[config.mk]
export PLATFORM = sky130hd
export DESIGN_NAME = mem_arbiter
export DESIGN_NICKNAME = d
export VERILOG_FILES = /design/src/rtl/mem_arbiter.sv
export SDC_FILE = /design/constraint.sdc
export NUM_CORES = 1
export LEC_CHECK = 0
export ABC_AREA = 1
export BUFFER_PORTS_ARGS = -buffer_cell sky130_fd_sc_hd__clkbuf_2
export CAP_MARGIN = 20
export CORE_MARGIN = 2
export CORE_UTILIZATION = 37
export CTS_CLUSTER_DIAMETER = 40
export DETAILED_ROUTE_END_ITERATION = 7
export GPL_TIMING_DRIVEN = 0
export PLACE_DENSITY = 0.83
export SYNTH_ARGS = -nofsm -noshare
export SYNTH_HDL_FRONTEND = slang
export SYNTH_SLANG_ARGS = --single-unit
[constraint.sdc]
create_clock -name clk -period 1.4 [get_ports clk]
set_input_delay 0.07 -clock clk [delete_from_list [all_inputs] [get_ports clk]]
set_output_delay 0.07 -clock clk [all_outputs]
set_load 0.01 [all_outputs]
[src/rtl/mem_arbiter.sv]
// Arbitrates the single main-memory port between I-cache and D-cache block fills,
// generates the per-word read addresses of a fill and passes D-cache write-through stores.
module mem_arbiter #(
    parameter int unsigned CHUNKS      = 8,
    parameter int unsigned OFFSET_BITS = 4
) (
    input  logic        clk,
    input  logic        rst_n,
    input  logic        i_fill_req,
    input  logic [15:0] i_fill_addr,
    input  logic        d_fill_req,
    input  logic [15:0] d_fill_addr,
    input  logic        d_wr_req,
    input  logic [15:0] d_wr_addr,
    input  logic [15:0] d_wr_data,
    input  logic        mem_data_valid,
    input  logic [15:0] mem_data_out,
    output logic        mem_enable,
    output logic        mem_wr,
    output logic [15:0] mem_addr,
    output logic [15:0] mem_data_in,
    output logic [15:0] fill_data,
    output logic        i_grant,
    output logic        d_grant,
    output logic        i_data_valid,
    output logic        d_data_valid,
    output logic        d_wr_ack
);

    localparam int unsigned ADDR_W = 16;
    localparam int unsigned CNT_W  = $clog2(CHUNKS + 1);

    // Clearing the intra-block offset keeps the word stride from carrying into tag bits.
    localparam logic [ADDR_W-1:0] BASE_MASK = ~ADDR_W'((2 ** OFFSET_BITS) - 1);

    typedef enum logic [1:0] {
        IDLE   = 2'd0,
        I_FILL = 2'd1,
        D_FILL = 2'd2
    } state_t;

    state_t            state_q, state_d;
    logic [ADDR_W-1:0] base_q, base_d;
    logic [CNT_W-1:0]  issue_cnt_q, issue_cnt_d;
    logic [CNT_W-1:0]  ret_cnt_q, ret_cnt_d;

    // State and fill bookkeeping registers.
    always_ff @(posedge clk or negedge rst_n) begin
        if (!rst_n) begin
            state_q     <= IDLE;
            base_q      <= '0;
            issue_cnt_q <= '0;
            ret_cnt_q   <= '0;
        end else begin
            state_q     <= state_d;
            base_q      <= base_d;
            issue_cnt_q <= issue_cnt_d;
            ret_cnt_q   <= ret_cnt_d;
        end
    end

    // Next-state and memory/cache handshake decode; everything is forced low while in reset.
    always_comb begin
        state_d      = state_q;
        base_d       = base_q;
        issue_cnt_d  = issue_cnt_q;
        ret_cnt_d    = ret_cnt_q;
        mem_enable   = 1'b0;
        mem_wr       = 1'b0;
        mem_addr     = '0;
        mem_data_in  = '0;
        i_grant      = 1'b0;
        d_grant      = 1'b0;
        i_data_valid = 1'b0;
        d_data_valid = 1'b0;
        d_wr_ack     = 1'b0;

        if (rst_n) begin
            unique case (state_q)
                IDLE: begin
                    if (d_wr_req) begin
                        mem_enable  = 1'b1;
                        mem_wr      = 1'b1;
                        mem_addr    = d_wr_addr;
                        mem_data_in = d_wr_data;
                        d_wr_ack    = 1'b1;
                    end else if (d_fill_req) begin
                        base_d      = d_fill_addr & BASE_MASK;
                        issue_cnt_d = '0;
                        ret_cnt_d   = '0;
                        state_d     = D_FILL;
                    end else if (i_fill_req) begin
                        base_d      = i_fill_addr & BASE_MASK;
                        issue_cnt_d = '0;
                        ret_cnt_d   = '0;
                        state_d     = I_FILL;
                    end
                end

                I_FILL, D_FILL: begin
                    i_grant = (state_q == I_FILL);
                    d_grant = (state_q == D_FILL);

                    if (issue_cnt_q < CNT_W'(CHUNKS)) begin
                        mem_enable  = 1'b1;
                        mem_addr    = base_q + (ADDR_W'(issue_cnt_q) << 1);
                        issue_cnt_d = issue_cnt_q + CNT_W'(1);
                    end

                    if (mem_data_valid) begin
                        i_data_valid = (state_q == I_FILL);
                        d_data_valid = (state_q == D_FILL);
                        ret_cnt_d    = ret_cnt_q + CNT_W'(1);
                        if (ret_cnt_q == CNT_W'(CHUNKS - 1)) begin
                            state_d = IDLE;
                        end
                    end
                end

                default: state_d = IDLE;
            endcase
        end
    end

    assign fill_data = mem_data_out;

endmodule

Word-level counts from Yosys, hierarchy flattened

Index checks and enable logic that the tools add are counted.

Output and inout bits: 55
Word-level logic and storage cells: 63
Input port bits: 86
Register bits: 26

Reduce and logical (&&, ||, !) cells: 8
Magnitude comparators: 1
Equal/unequal tests: 8
Bitwise operators: 1
Add/subtract/negate cells: 3
Muxes and demuxes: 38

Operators with widths:

| kind                  | number |
|---|---|
| $mux W16              | 8 |
| $pmux W16 S2          | 1 |
| $mux W4               | 5 |
| $add A16 B5 Y16       | 1 |
| $pmux W4 S2           | 2 |
| $mux W1               | 15 |
| $reduce_and A5 Y1     | 3 |
| $mux W2               | 5 |
| $add A4 B1 Y4 const B | 2 |
| $ne A2 B2 Y1 const B  | 4 |
| $eq A4 B3 Y1 const B  | 1 |
| $lt A4 B4 Y1 const B  | 1 |
| $pmux W2 S2           | 1 |
| $reduce_and A4 Y1     | 1 |
| $reduce_bool A2 Y1    | 2 |
| $ne A3 B3 Y1 const B  | 1 |
| $eq A2 B1 Y1 const B  | 1 |
| $eq A2 B2 Y1 const B  | 1 |
| $logic_not A2 Y1      | 1 |
| $pmux W1 S2           | 1 |
| $reduce_or A2 Y1      | 1 |
| $not A1 Y1            | 1 |

Depth between registers and ports, before layout

Gate-level depths: netlist of run 1.

Word-level depth: 4
Gate-level depth with buffers: 8
Mapped depth without buffers: 8

Worst setup path after synthesis of run 1

No wires, ideal clock.

Path kind: reg2out
From: register state_q[0]
To: output port mem_data_in[10]
Slack: -0.195 ns
Stages on the path, launching flop included: 8
Required time: 1.330 ns
Path buffers: 1
Arrival time: 1.525 ns
Path through: dfrtp_1 > inv_1 > ha_1 > nand2_1 > nor2_1 > inv_2 > buf_2 > nor2_1

Cells in the longest elaborated chain, start to end: 3

Ends and longest elaborated chain:

| what                     | RTL line | source |
|---|---|---|
| start: declaration       | 42       | `state_t state_q, state_d;` |
| start signal: assignment | 55       | `state_q <= state_d;` |
| $logic_not A2 Y1         | 79       | `unique case (state_q)` |
| $mux W16                 | 79       |  |
| $mux W16                 | 78       | `if (rst_n) begin` |
| end: declaration         | 21       | `output logic [15:0] mem_data_in,` |

No other way between the ends.

Worst setup path in the final report of run 1

From: register state_q[1]
To: output port mem_addr[6]

Cells in the longest elaborated chain, start to end: 4
Elaborated cells between the ends (all ways): 6
Those cells by class: eq/ne: 2; mux: 2; reduce/logical: 2

Ends and longest elaborated chain:

| what                                         | RTL line | source |
|---|---|---|
| $eq A2 B1 Y1 or $eq A2 B2 Y1 (tied branches) | 79       |  |
| $reduce_or A2 Y1                             | 79       |  |
| $pmux W16 S2 *                               | 79       |  |
| $mux W16 *                                   | 78       |  |
| end: declaration                             | 20       | `output logic [15:0] mem_addr,` |

Every way passes the cells marked *; elsewhere a longest branch is shown, timed or not.

==> impl_results.md, run 1 <==
* Worst path max stage delay at around 0.42 ns
* Failing checks: negative setup slack
* Clock tree buffer depth at 2
* Post-synth EDFFs at 0
* Nets at between 500 and 600
* Worst EP required at 1.33 ns
* CTS root buffer: clkbuf_8
* Clock skew at 0.00479 ns
* Primary FF master, synth: dfrtp_1
* DIE AREA at 5730 µm²
* Port Buf Inserts at ~120
* Crit. End Element: output port
* Max Freq at 0.549 GHz
* Setup violators final at 58
* Ys async rst share at 1.00
* H-tree depth at 1
* DIE WIDTH at 75.7 µm
* Min cycle time layout at 1.82 ns
* Core ar. at 5040 µm²
* Gr usage total at 0.202
* Startpoint types: flip-flop
* Placed Cells at 459
* Cell area after synthesis at around 1900 µm²
* Simple-Gate Fraction of Synth Area at 0.268
* CTS clk-pin slew, worst paths at 0.08 ns
* Final worst path period share at 1.30
* Skew-Pair Late Insertion Delay at 0.26 ns
* First-pass GRT wire length at around 8800 µm
* Fill count at 387
* Largest family of logic cells by synthesized area: simple AND/OR/NAND/NOR gates
* Share of cells above drive strength 1 at 0.621
* Crit-path cells: inv_2 > ha_4 > nand2_4 > inv_4 > buf_6 > nand2_1 > a21oi_2 > buf_2
* Hold slack at 0.108 ns
* Slew HR at 0.727
* Hold Startpoint: i_fill_addr[6]
* Mux cell area share after synthesis at 0.0684
* Mean Syn Cell Area at between 6 and 7 µm²
* Worst EP arrival at 1.75 ns
* Detail Placement HPWL at a little over 4000 µm
* CTS tree: yes
* WS Path Type: flip-flop to output port
* Via/cell ratio at 4.82
* Slew of the pin with the lowest slew margin at a little over 0.4 ns
* Max cap viols at 0
* Vias at 2346
* Layout Cells excl Fill at about 490
* Critical Path Fanout Max at 5
* Final worst slack at -0.420 ns
* Ports at 141
* Die Ht at 75.7 µm
* DRT Wirelength at around 6700 µm
* Mapped Nets at 367
* Total gr overflow at 0
* Status: finished with violations
* Pre-CTS setup slack at -0.357 ns
* Crit-path slowest cell: dfrtp_1
* Seq/Total Area, Yosys at 0.289
* XOR/XNOR share of the synthesized area at 0.00921
* DRC at 0
* #FFs+latches synth at 22
* Gate Count Post-Synth at 274
* Inserted Diodes at 0
* TritonCTS Buffers at 3
* Initial antenna violation count at 0
* GP Congestion at 0.854
* Antenna Nets Post-Route at 0
* Post-Synth Adder-Cell Area at 0.0461
* Hold WC Path Type: input pin to flip-flop
* Post-synth cell types at 28
* WL/cell at 13.8 µm
* Crit path from: state_q[1]
* VDD IR max at 0.000792 V
* Leakage at 1.76 nW
* Hold Fails Final Rpt at 0
* Placed cell areas at ~2600 µm²
* Rows at 26
* Reg2reg start: state_q[1]
* Layout area overhead at 77.5%
* TNS Setup at -13.51 ns
* Final core occ at 0.669
* Clk sinks at 22
* Initial core utilization at 0.377
* Overall power at 5.44 mW
* Pin count of the biggest net entering global routing at 23
* Drt first pass iters at 4
* Pwr/cell area at 1610 nW/µm²
* Compound-gate portion of the synthesized area at 0.136
* Unrepaired setup endpoints after global routing: yes
* Number of global-route vias before repair at 2042
* Design area at 3380 µm²
* Yosys warning count at 0
* Max Slew Vio Count at 0
* DR iter-0 viols at 96
## cell usage after synthesis (2+ instances only)
cell type  instances  share of area
buf_6              2          0.012
nand2_1           68           0.13
a21oi_1           12          0.032
dfrtp_1           22           0.29
a21oi_2           10          0.046
o21ai_0           15          0.039
nor2_1            40          0.079
inv_1             35          0.069
xor2_1             2         0.0092
ha_1               7          0.046
inv_2              3         0.0059
o21ai_1            2         0.0053
mux2i_1            4          0.021
buf_2              4          0.011
mux2_2             8          0.047
buf_4             19          0.075
nand3_1           10          0.026
## timing repair
item,CTS,global route
resized for setup,62,108
setup buffers,16,5
endpoints found under the setup margin,56,59
hold endpoints to repair,22,0
pin swaps,14,23
gates cloned,4,1
hold buffers,1,0
## flip-flops by register name, indices dropped and copies added, names as in the netlist
signal       flops
base_q          12
issue_cnt_q      4
ret_cnt_q        4
state_q          2
## area by class of cell
| type | instances | area [µm²] | share of cell area |
|---|---|---|---|
| Inverter | 38 | 158 | 0.0467 |
| Timing Repair Buffer | 139 | 948 | 0.281 |
| Buffer | 27 | 253 | 0.0749 |
| Sequential cell | 22 | 551 | 0.163 |
| Clock buffer | 4 | 55.1 | 0.0163 |
| Multi-Input combinational cell | 187 | 1320 | 0.392 |
| Tap cell | 70 | 87.6 | 0.0259 |
## power by group
group          total (mW)  switching, mW  leakage [nW]  internal, mW
Combinational        3.81           2.06          1.46          1.75
Sequential           1.16          0.268         0.277         0.894
Clock               0.468          0.217        0.0288         0.251
Total                5.44           2.55          1.76          2.89
## cells in the final DEF (no fill, tap or decap), types with 3 or more instances in the layout
cell type,n
nor2_2,5
nand3_1,10
inv_2,4
dfrtp_1,22
o21ai_1,9
buf_4,28
mux2_2,8
a21oi_2,19
ha_1,4
buf_8,3
buf_2,19
inv_1,30
buf_6,29
o21ai_0,3
nor2_4,18
mux2i_1,4
o21ai_2,5
clkbuf_2,80
nand2_4,7
nand2_1,49
clkbuf_8,5
nand2_2,13
nor2_1,18
## logic make-up after synthesis
logic type	after synthesis
XOR/XNOR	2
AO/OA/AOI/OAI	41
multiplexers	12
buffers and inverters	65
flip-flops	22
AND/OR/NAND/NOR	125
adder cells (fa/ha/maj)	7
## routing by layer
layer	up-vias	track usage	wire [µm]
met5	-	0	0
met4	0	0.0643	84
met3	11	0.0291	468
met2	123	0.379	3570
met1	1087	0.235	2600
li1	1125	-	-
## worst max-delay path, delay by kind of cell (launching register included)
family / cells / cell delay, ns
AO/OA/AOI/OAI: 1 / 0.16
AND/OR/NAND/NOR: 2 / 0.15
flip-flops: 1 / 0.42
buffers and inverters: 4 / 0.46
adder cells (fa/ha/maj): 1 / 0.30
## path summary, 6_finish.rpt
path / slack [ns] / to / cells after the start
max: -0.42 / mem_addr[6] / 8
min: 0.11 / base_q[6] / 3
max reg2reg: -0.29 / issue_cnt_q[0] / 8
min reg2reg: 0.53 / base_q[15] / 2
max in group asynchronous: 0.73 / issue_cnt_q[1] / 3
min in group asynchronous: 0.27 / state_q[0] / 2
Note: power is estimated with default switching activity, not from simulation.
==> run 2, diff against run 1 <==
RECOVER_POWER = 50   (was not set)
==> impl_results.md, run 2 (synthesis gave the netlist of run 1 again) <==
* Detail Placement HPWL at 4140 µm (unchanged)
* Pin count of the biggest net entering global routing at 23 (unchanged)
* Status: finished with violations (unchanged)
* Pwr/cell area at 1620 nW/µm² (was 1610 nW/µm²)
* Crit. End Element: output port (unchanged)
* Hold slack at 0.109 ns (was 0.108 ns)
* Failing checks: negative setup slack (unchanged)
* DR iter-0 viols at 105 (was 96)
* Clk sinks at 22 (unchanged)
* Leakage at 1.71 nW (was 1.76 nW)
* CTS root buffer: clkbuf_8 (unchanged)
* Most common cell after layout, fill and taps aside: clkbuf_2 (unchanged)
* Final worst path period share at 1.30 (about the same)
* Unrepaired setup endpoints after global routing: yes (unchanged)
* Largest Register: base_q (unchanged)
* DRT Wirelength at 6690 µm (was 6720 µm)
* Fill count at 400 (was 387)
* Slew HR at 0.669 (was 0.727)
* Startpoint types: flip-flop (unchanged)
* Max reg flops at 12 (unchanged)
* Port Buf Inserts at 115 (unchanged)
* Worst EP required at 1.33 ns (about the same)
* Final worst slack at -0.415 ns (was -0.420 ns)
* Gr usage total at 0.202 (unchanged)
* H-tree depth at 1 (unchanged)
* Commonest cells after routing, fill and taps aside: 65 x clkbuf_2, 49 x nand2_1, 30 x inv_1 (was 80 x clkbuf_2, 49 x nand2_1, 30 x inv_1)
* Initial antenna violation count at 0 (unchanged)
* Number of global-route vias before repair at 2042 (unchanged)
* TNS Setup at -13.20 ns (was -13.51 ns)
* Hold WC Path Type: input pin to flip-flop (unchanged)
* Largest registers: base_q x12, issue_cnt_q x4, ret_cnt_q x4 (unchanged)
* Antenna Nets Post-Route at 0 (unchanged)
* Inserted Diodes at 0 (unchanged)
* Core ar. at 5040 µm² (unchanged)
* Vias at 2334 (was 2346)
* Clock tree buffer depth at 2 (unchanged)
* Max Slew Vio Count at 0 (unchanged)
* GP Congestion at 0.854 (unchanged)
* Share of cells above drive strength 1 at 0.580 (was 0.621)
* Skew-Pair Late Insertion Delay at 0.26 ns (about the same)
* CTS clk-pin slew, worst paths at 0.08 ns (about the same)
* WL/cell at 13.7 µm (was 13.8 µm)
* Min cycle time layout at 1.81 ns (was 1.82 ns)
* WS Path Type: flip-flop to output port (unchanged)
* DIE WIDTH at 75.7 µm (unchanged)
* Die Ht at 75.7 µm (unchanged)
* Max cap viols at 0 (unchanged)
* First-pass GRT wire length at 8810 µm (unchanged)
* DIE AREA at 5730 µm² (unchanged)
* Hold Fails Final Rpt at 0 (unchanged)
* CTS tree: yes (unchanged)
* Drt first pass iters at 4 (unchanged)
* Clock skew at 0.00206 ns (was 0.00479 ns)
* Critical Path Fanout Max at 5 (unchanged)
* Ports at 141 (unchanged)
* Worst EP arrival at 1.74 ns (was 1.75 ns)
* Slew of the pin with the lowest slew margin at 0.497 ns (was 0.407 ns)
* Overall power at 5.42 mW (was 5.44 mW)
* DRC at 0 (unchanged)
* Total gr overflow at 0 (unchanged)
* TritonCTS Buffers at 3 (unchanged)
* Via/cell ratio at 4.79 (was 4.82)
* Nets at 511 (unchanged)
* Layout area overhead at 75.7% (was 77.5%)
* Max Freq at 0.551 GHz (was 0.549 GHz)
* Setup violators final at 58 (unchanged)
* Initial core utilization at 0.377 (unchanged)
* VDD IR max at 0.000782 V (was 0.000792 V)
* Rows at 26 (unchanged)
[run 2: worst paths after layout]
check | endpoint | slack [ns] | cells after the start | start
max reg2reg | issue_cnt_q[0] | -0.28 | 8 | state_q[1]
min in group asynchronous | state_q[0] | 0.45 | 2 | rst_n
min reg2reg | base_q[15] | 0.53 | 2 | base_q[15]
min | base_q[6] | 0.11 | 3 | i_fill_addr[6]
max in group asynchronous | issue_cnt_q[1] | 0.25 | 3 | rst_n
max | mem_addr[6] | -0.41 | 8 | state_q[1]
[run 2: metrics by stage]
| stage | instance area, µm² | worst slack, ns | instances | utilization |
|---|---|---|---|---|
| 2_1_floorplan | 1950 | 0.00148 | 274 | - |
| 3_3_place_gp | 2610 | -0.328 | 459 | 0.518 |
| 3_5_place_dp | 2610 | -0.357 | 459 | 0.518 |
| 4_1_cts | 3020 | -0.305 | 483 | 0.599 |
| 5_1_grt | 3340 | -0.449 | 487 | 0.663 |
| 6_report | 3340 | -0.415 | 487 | 0.663 |
[run 2: what timing repair did]
item,CTS,global route
resized for setup,62,108
endpoints found under the setup margin,56,59
setup buffers,16,5
gates cloned,4,1
hold buffers,1,0
hold endpoints to repair,22,0
pin swaps,14,23
[run 2: cell type report]
class | instances | area [µm²] | area share
flip-flops and latches | 22 | 551 | 0.165
inverters | 38 | 158 | 0.0472
multi-input cells | 187 | 1320 | 0.396
repair buffers | 139 | 915 | 0.274
clock buffers | 4 | 55.1 | 0.0165
plain buffers | 27 | 253 | 0.0756
well taps | 70 | 87.6 | 0.0262
[run 2: report_power, final]
| part | internal, mW | total, mW | switching, mW |
|---|---|---|---|
| combinational | 1.74 | 3.80 | 2.06 |
| clock | 0.251 | 0.463 | 0.212 |
| sequential | 0.894 | 1.16 | 0.265 |
[run 2: per-layer routing]
metal / vias to the layer above / wire length (µm) / global-route usage
li1: 1127 / - / -
met1: 1085 / 2580 / 0.235
met2: 114 / 3560 / 0.379
met3: 8 / 480 / 0.0291
met4: 0 / 70 / 0.0643
met5: - / 0 / 0
[run 2: worst max-delay path, stage by stage, from the launching register on]
cell and delay (ns):
dfrtp_1 0.42, inv_2 0.08, ha_4 0.30, nand2_4 0.07, inv_4 0.09, buf_6 0.12, nand2_1 0.08, a21oi_2 0.16
buf_2 0.17
